[src/rtl/cam_pkg.sv]
// Shared camera-capture types and default frame-buffer geometry.
// Used by the capture writer and by the display path that reads the same buffer.
package cam_pkg;

  localparam int CAM_SRC_W  = 640;
  localparam int CAM_SRC_H  = 480;
  localparam int CAM_X_SIZE = 128;
  localparam int CAM_Y_SIZE = 128;
  localparam int CAM_STEP_X = 5;
  localparam int CAM_STEP_Y = 3;

  typedef enum logic [1:0] {
    IDLE,
    WAIT_FRAME,
    ACTIVE,
    DONE
  } cam_state_t;

  typedef logic [15:0] rgb565_t;

endpackage

[src/rtl/cam_bus_sync.sv]
// OV7670 bus synchronizer: 2-flop sync of vsync/href/pclk/d, pclk rising-edge strobe with sampled byte.
// Three clk of latency from the pin to strobe/data; no backpressure, one strobe per pclk rise.
module cam_bus_sync (
  input  logic       clk,
  input  logic       rst_n,
  input  logic       cam_vsync,
  input  logic       cam_href,
  input  logic       cam_pclk,
  input  logic [7:0] cam_d,
  output logic       vsync,
  output logic       href,
  output logic       strobe,
  output logic [7:0] data
);

  logic [1:0] vsync_sync;
  logic [1:0] href_sync;
  logic [1:0] pclk_sync;
  logic       pclk_prev;
  logic [7:0] d_meta;
  logic [7:0] d_sync;
  logic       pclk_rise;

  assign pclk_rise = pclk_sync[1] & ~pclk_prev;

  // vsync/href leave through the same register stage as strobe so edges stay aligned with bytes
  always_ff @(posedge clk or negedge rst_n) begin
    if (!rst_n) begin
      vsync_sync <= '0;
      href_sync  <= '0;
      pclk_sync  <= '0;
      pclk_prev  <= 1'b0;
      d_meta     <= '0;
      d_sync     <= '0;
      vsync      <= 1'b0;
      href       <= 1'b0;
      strobe     <= 1'b0;
      data       <= '0;
    end else begin
      vsync_sync <= {vsync_sync[0], cam_vsync};
      href_sync  <= {href_sync[0], cam_href};
      pclk_sync  <= {pclk_sync[0], cam_pclk};
      pclk_prev  <= pclk_sync[1];
      d_meta     <= cam_d;
      d_sync     <= d_meta;
      vsync      <= vsync_sync[1];
      href       <= href_sync[1];
      strobe     <= pclk_rise;
      if (pclk_rise) data <= d_sync;
    end
  end

endmodule

[src/rtl/cam_frame_writer.sv]
// Camera capture writer: assembles RGB565 pixels, decimates to the buffer window, one write per kept pixel.
// wr_en 4 clk after the second byte's pclk is sampled high; buffer has no backpressure.
module cam_frame_writer
  import cam_pkg::*;
#(
  parameter int c_src_w  = CAM_SRC_W,
  parameter int c_src_h  = CAM_SRC_H,
  parameter int c_x_size = CAM_X_SIZE,
  parameter int c_y_size = CAM_Y_SIZE,
  parameter int c_step_x = CAM_STEP_X,
  parameter int c_step_y = CAM_STEP_Y
) (
  input  logic        clk,
  input  logic        rst_n,
  input  logic        enable,
  input  logic        cam_vsync,
  input  logic        cam_href,
  input  logic        cam_pclk,
  input  logic [7:0]  cam_d,
  output logic        wr_en,
  output logic [6:0]  wr_col,
  output logic [6:0]  wr_row,
  output logic [15:0] wr_data,
  output logic        busy,
  output logic        frame_done,
  output logic        short_frame
);

  localparam logic [9:0] SRC_W  = 10'(c_src_w);
  localparam logic [9:0] SRC_H  = 10'(c_src_h);
  localparam logic [7:0] X_SIZE = 8'(c_x_size);
  localparam logic [7:0] Y_SIZE = 8'(c_y_size);
  localparam logic [7:0] STEP_X = 8'(c_step_x);
  localparam logic [7:0] STEP_Y = 8'(c_step_y);

  cam_state_t state, state_nx;

  logic       vsync, href, strobe;
  logic [7:0] data;
  logic       vsync_q, href_q;
  logic       vs_rise, vs_fall, hr_rise, hr_fall;

  logic       phase;
  logic [7:0] byte_hi;
  logic [9:0] src_x, src_y;
  logic [7:0] x_step, y_step;
  logic [7:0] col, row;
  logic       line_keep;
  logic       pix_done, keep, last_pix;

  logic       pend_vld;
  logic [6:0] pend_col, pend_row;
  rgb565_t    pend_dat;
  logic       busy_d, done_d;

  cam_bus_sync u_sync (
    .clk       (clk),
    .rst_n     (rst_n),
    .cam_vsync (cam_vsync),
    .cam_href  (cam_href),
    .cam_pclk  (cam_pclk),
    .cam_d     (cam_d),
    .vsync     (vsync),
    .href      (href),
    .strobe    (strobe),
    .data      (data)
  );

  assign vs_rise  = vsync & ~vsync_q;
  assign vs_fall  = ~vsync & vsync_q;
  assign hr_rise  = href & ~href_q;
  assign hr_fall  = ~href & href_q;
  assign pix_done = (state == ACTIVE) && href && strobe && phase;
  assign keep     = line_keep && (x_step == 8'd0) && (col < X_SIZE) &&
                    (row < Y_SIZE) && (src_x < SRC_W);
  assign last_pix = pix_done && keep && (col == X_SIZE - 8'd1) && (row == Y_SIZE - 8'd1);

  always_ff @(posedge clk or negedge rst_n) begin
    if (!rst_n) state <= IDLE;
    else        state <= state_nx;
  end

  always_comb begin
    state_nx = state;
    case (state)
      IDLE:       if (enable) state_nx = WAIT_FRAME;
      WAIT_FRAME: if (vs_fall) state_nx = enable ? ACTIVE : IDLE;
      ACTIVE:     if (vs_rise || last_pix) state_nx = DONE;
      DONE:       state_nx = WAIT_FRAME;
      default:    state_nx = IDLE;
    endcase
  end

  always_comb begin
    busy_d = (state == ACTIVE);
    done_d = (state == DONE);
  end

  always_ff @(posedge clk or negedge rst_n) begin
    if (!rst_n) begin
      vsync_q     <= 1'b0;
      href_q      <= 1'b0;
      phase       <= 1'b0;
      byte_hi     <= '0;
      src_x       <= '0;
      src_y       <= '0;
      x_step      <= '0;
      y_step      <= '0;
      col         <= '0;
      row         <= '0;
      line_keep   <= 1'b0;
      pend_vld    <= 1'b0;
      pend_col    <= '0;
      pend_row    <= '0;
      pend_dat    <= '0;
      short_frame <= 1'b0;
    end else begin
      vsync_q  <= vsync;
      href_q   <= href;
      pend_vld <= 1'b0;
      if (state == WAIT_FRAME && vs_fall) begin
        phase       <= 1'b0;
        src_x       <= '0;
        src_y       <= '0;
        x_step      <= '0;
        y_step      <= '0;
        col         <= '0;
        row         <= '0;
        line_keep   <= 1'b0;
        short_frame <= 1'b0;
      end else if (state == ACTIVE) begin
        if (vs_rise && row < Y_SIZE) short_frame <= 1'b1;
        // a dangling odd byte dies here because phase is forced back to 0 outside href
        if (!href) begin
          phase <= 1'b0;
        end else if (strobe) begin
          phase <= ~phase;
          if (!phase) begin
            byte_hi <= data;
          end else begin
            pend_vld <= keep;
            pend_dat <= {byte_hi, data};
            pend_col <= col[6:0];
            pend_row <= row[6:0];
            if (src_x != SRC_W) src_x <= src_x + 10'd1;
            x_step <= (x_step == STEP_X - 8'd1) ? 8'd0 : x_step + 8'd1;
            if (keep) col <= col + 8'd1;
          end
        end
        if (hr_rise) begin
          line_keep <= (y_step == 8'd0) && (src_y < SRC_H);
          src_x     <= '0;
          x_step    <= '0;
        end
        if (hr_fall) begin
          if (line_keep) begin
            if (row != Y_SIZE) row <= row + 8'd1;
            col <= '0;
          end
          y_step <= (y_step == STEP_Y - 8'd1) ? 8'd0 : y_step + 8'd1;
          if (src_y != SRC_H) src_y <= src_y + 10'd1;
        end
      end
    end
  end

  // write port updates regardless of state so the final pixel still lands after DONE is taken
  always_ff @(posedge clk or negedge rst_n) begin
    if (!rst_n) begin
      wr_en      <= 1'b0;
      wr_col     <= '0;
      wr_row     <= '0;
      wr_data    <= '0;
      busy       <= 1'b0;
      frame_done <= 1'b0;
    end else begin
      wr_en      <= pend_vld;
      busy       <= busy_d;
      frame_done <= done_d;
      if (pend_vld) begin
        wr_col  <= pend_col;
        wr_row  <= pend_row;
        wr_data <= pend_dat;
      end
    end
  end

endmodule

[config.mk]
export PLATFORM = sky130hd
export DESIGN_NAME = cam_frame_writer
export DESIGN_NICKNAME = d
export VERILOG_FILES = /design/src/rtl/cam_pkg.sv /design/src/rtl/cam_bus_sync.sv /design/src/rtl/cam_frame_writer.sv
export SDC_FILE = /design/constraint.sdc
export NUM_CORES = 1
export LEC_CHECK = 0
export CORE_MARGIN = 2
export CORE_UTILIZATION = 60
export CTS_CLUSTER_SIZE = 10
export DETAILED_ROUTE_END_ITERATION = 16
export GPL_TIMING_DRIVEN = 0
export HOLD_SLACK_MARGIN = 0.02
export PLACE_DENSITY = 0.81
export SLEW_MARGIN = 10
export SYNTH_ARGS = -nofsm -noshare
export SYNTH_HDL_FRONTEND = slang
export SYNTH_HIERARCHICAL = 1
export SYNTH_SLANG_ARGS = --single-unit
[constraint.sdc]
create_clock -name clk -period 5.5 [get_ports clk]
set_input_delay 0.825 -clock clk [delete_from_list [all_inputs] [get_ports clk]]
set_output_delay 0.825 -clock clk [all_outputs]
set_load 0.03 [all_outputs]
==> impl_metrics.py <==
metrics = {
    "outcome": {
        "outcome": "complete, no violations",
    },
    "routing": {
        "vias": 4435,
        "firstDrtPassIters": 5,
        "viasPerCell": 5.650,
        "drt_iter0_markers": 280,
        "drc": 0,
        "ant_nets": 0,
        "drt_wl_total_mm": 12.83,
        "wire_per_inst_um": 16.35,
    },
    "clock_network": {
        "cts-root-buf": "clkbuf_16",
        "h-tree-depth": 4,
        "cts_tree": "built",
        "cts_buffer_depth": 2,
        "hold_buffers": 0,
        "clock-sinks": 165,
        "clk_pin_slew_ns": 0.06,
        "cts_resized": 0,
        "clk_latency_ns": 0.43,
        "cts_buffers": 17,
        "cts_setup_buffers": 0,
    },
    "synth": {
        "syn-num-nets": 595,
        "ys_seq_area_share_pct": 59.41,
        "synth_xor_area_share_pct": 3.024,
        "ys_ff_latch": 165,
        "ys_types": 55,
        "synth_compound_area_share_pct": 5.977,
        "synth_top_family_by_area": "simple AND/OR/NAND/NOR gates",
        "yosys_warnings": 6,
        "synthCells": 564,
        "synth-simple-area-share_pct": 13.50,
        "synth.mux.area_fraction_pct": 12.51,
        "syn_avg_cell_area_sq_um": 12.32,
        "ys_async_sr_fraction_pct": 100.0,
        "synth-edff-count": 0,
        "synth_area_sq_um": 6950,
        "synth-adder-area-share_pct": 3.060,
        "ys.flop_type": "dfrtp_1",
    },
    "die": {
        "start_util_pct": 61.13,
        "fp.dieW_um": 111.6,
        "io-pin-count": 48,
        "num_rows": 39,
        "core_sq_um": 11370,
        "die_y_um": 111.6,
        "dieArea_sq_um": 12460,
    },
    "sta": {
        "finalSetupTns_ns": 0,
        "hold_viol": 0,
        "period_minus_slack_ns": 2.748,
        "finalSetupViolCount": 0,
        "fin_crit_sh_pct": 49.96,
        "fin_ws_ns": 2.752,
        "finClkSkew_ns": 0.01134,
        "fmax_mhz": 363.9,
        "rsz0062_at_grt": "false",
        "finalMaxSlewViolations": 0,
        "slew_headroom_pct": 26.25,
        "tightest_slew_ns": 1.103,
    },
    "global_routing": {
        "busiest_layer": "met2",
        "met2_usage_pct": 37.09,
        "antenna_found_initial": 0,
        "grt_max_degree": 105,
        "grt_usage_pct": 22.44,
        "use_met1_pct": 28.93,
        "grt_pass1_vias": 4601,
        "grt_pass1_wl_mm": 22.25,
        "overflow": 0,
        "met3_usage_pct": 6.750,
    },
    "worst_hold_path": {
        "hold_class": "input pin to asynchronous set/reset pin",
    },
    "setup_path": {
        "cp_max_fo": 10,
        "required_ns": 5.79,
        "r2r-start": "state[0]",
        "endpoint_kind": "flop",
        "r2r_slack_ns": 2.75,
        "r2r_end": "src_x[5]",
        "worstRegToRegCells": 7,
        "path_cells": "inv_1, ha_1, nand2_1, o21ai_1, o31ai_1, or2_2, o41ai_1",
        "crit_type": "flop to flop",
        "crit_family": "compound AO/OA/AOI/OAI gates",
        "arrival_ns": 3.04,
        "slowest_delay_ns": 0.56,
        "crit_path_start": "state[0]",
        "crit_path_start_kind": "flop",
        "worst-path-buf-inv": 1,
        "crit_slowest_cell": "o21ai_1",
    },
    "power_and_ir_drop": {
        "power_leakage_uw": 0.003816,
        "power_uw": 2939,
        "irDropWorstVdd_uv": 365.7,
        "power.density_nw_per_um2": 359.7,
    },
    "flow_run": {
        "drv_cap": 0,
    },
    "final_layout": {
        "mostFrequentLayoutCell": "dfrtp_1",
        "final_cell_mix": "165 x dfrtp_1, 63 x mux2_2, 46 x clkdlybuf4s50_1",
        "diodes": 0,
        "syn_to_final_growth_pct": 17.55,
        "finalNetCount": 662,
        "fillers": 780,
        "drive_above_1_share_pct": 17.76,
        "design_area_sq_um": 8170,
    },
    "place": {
        "place_ws_ns": 2.735,
        "io_buffers": 47,
        "hpwl_mm": 8.585,
        "place_congestion": 0.8518,
        "placement.cell_area_sq_um": 7632,
    },
}
[routing by layer]
layer | wire, um | up-vias
met5 | 0 | -
met4 | 176 | 0
met3 | 413 | 18
met2 | 6495 | 67
met1 | 5745 | 2236
li1 | - | 2114
[power breakdown]
group | internal [uW] | switching [uW] | leakage (uW)
logic | 183 | 235 | 0.00138
registers | 1330 | 107 | 0.00219
clock network | 615 | 465 | 0.000250
[flip-flops by register name, summed over array words and instances, names as in the netlist, 10 cells and up]
| register | flops |
|---|---|
| pend_dat | 16 |
| src_x | 10 |
| src_y | 10 |
| wr_data | 16 |
[synth_stat cells (3+ instances only)]
cell | n | area, sq um
xnor2_1 | 12 | 105.1
nand4_1 | 15 | 93.84
nand3_1 | 25 | 125.1
a21o_1 | 3 | 22.52
mux2i_1 | 4 | 40.04
nor2_1 | 42 | 157.7
ha_1 | 17 | 212.7
mux2_2 | 63 | 709.4
nor3_1 | 5 | 25.02
nand2_1 | 40 | 150.1
mux2_4 | 8 | 120.1
clkbuf_1 | 14 | 52.55
dfrtp_1 | 165 | 4129
xor2_1 | 12 | 105.1
inv_1 | 26 | 97.59
nand3b_1 | 3 | 22.52
o21a_1 | 3 | 22.52
o21ai_0 | 30 | 150.1
or4_1 | 7 | 52.55
nor4b_1 | 4 | 35.03
o31ai_1 | 4 | 30.03
a21oi_1 | 8 | 40.04
and3_1 | 10 | 62.56
[worst max path at each step]
stage / end / slack, ns / cells after the start
5_1_grt: src_x[5] / 2.46 / 7
3_3_place_gp: wr_row[4] / -2.69 / 1
4_1_cts: src_x[5] / 2.73 / 7
3_5_place_dp: src_x[5] / 2.73 / 7
6_report: src_x[5] / 2.75 / 7
2_1_floorplan: col[6] / 3.27 / 9
[cell type report]
| type | instances | area, sq um | area share, % |
|---|---|---|---|
| Buffer | 16 | 77.57 | 0.9495 |
| Clock buffer | 18 | 429.2 | 5.253 |
| Clock inverter | 12 | 108.9 | 1.332 |
| Inverter | 26 | 97.59 | 1.194 |
| Multi-Input combinational cell | 357 | 2646 | 32.39 |
| Sequential cell | 165 | 4129 | 50.54 |
| Tap cell | 143 | 178.9 | 2.190 |
| Timing Repair Buffer | 48 | 503.0 | 6.156 |
[worst register-to-register path, stage by stage, from the launching register on]
cell and delay, ns:
dfrtp_1 0.42, inv_1 0.12, ha_1 0.27, nand2_1 0.13
o21ai_1 0.56, o31ai_1 0.28, or2_2 0.40, o41ai_1 0.43
[stage by stage]
step | hold slack (ns) | instances | utilization, %
2_1_floorplan | 0.3312 | 564 | -
3_3_place_gp | 0.3336 | 754 | 66.84
3_5_place_dp | 0.3358 | 755 | 67.13
4_1_cts | 0.3360 | 785 | 71.86
5_1_grt | 0.3528 | 785 | 71.86
6_report | 0.3314 | 785 | 71.86
[cell families (layout without fill, tap and decap cells)]
logic type | after synthesis | in the layout
XOR/XNOR | 24 | 24
AO/OA/AOI/OAI | 67 | 67
adder cells (fa/ha/maj) | 17 | 17
buffers and inverters | 42 | 120
AND/OR/NAND/NOR | 174 | 174
flip-flops | 165 | 165
multiplexers | 75 | 75
Power figures use the tool's default switching activity.
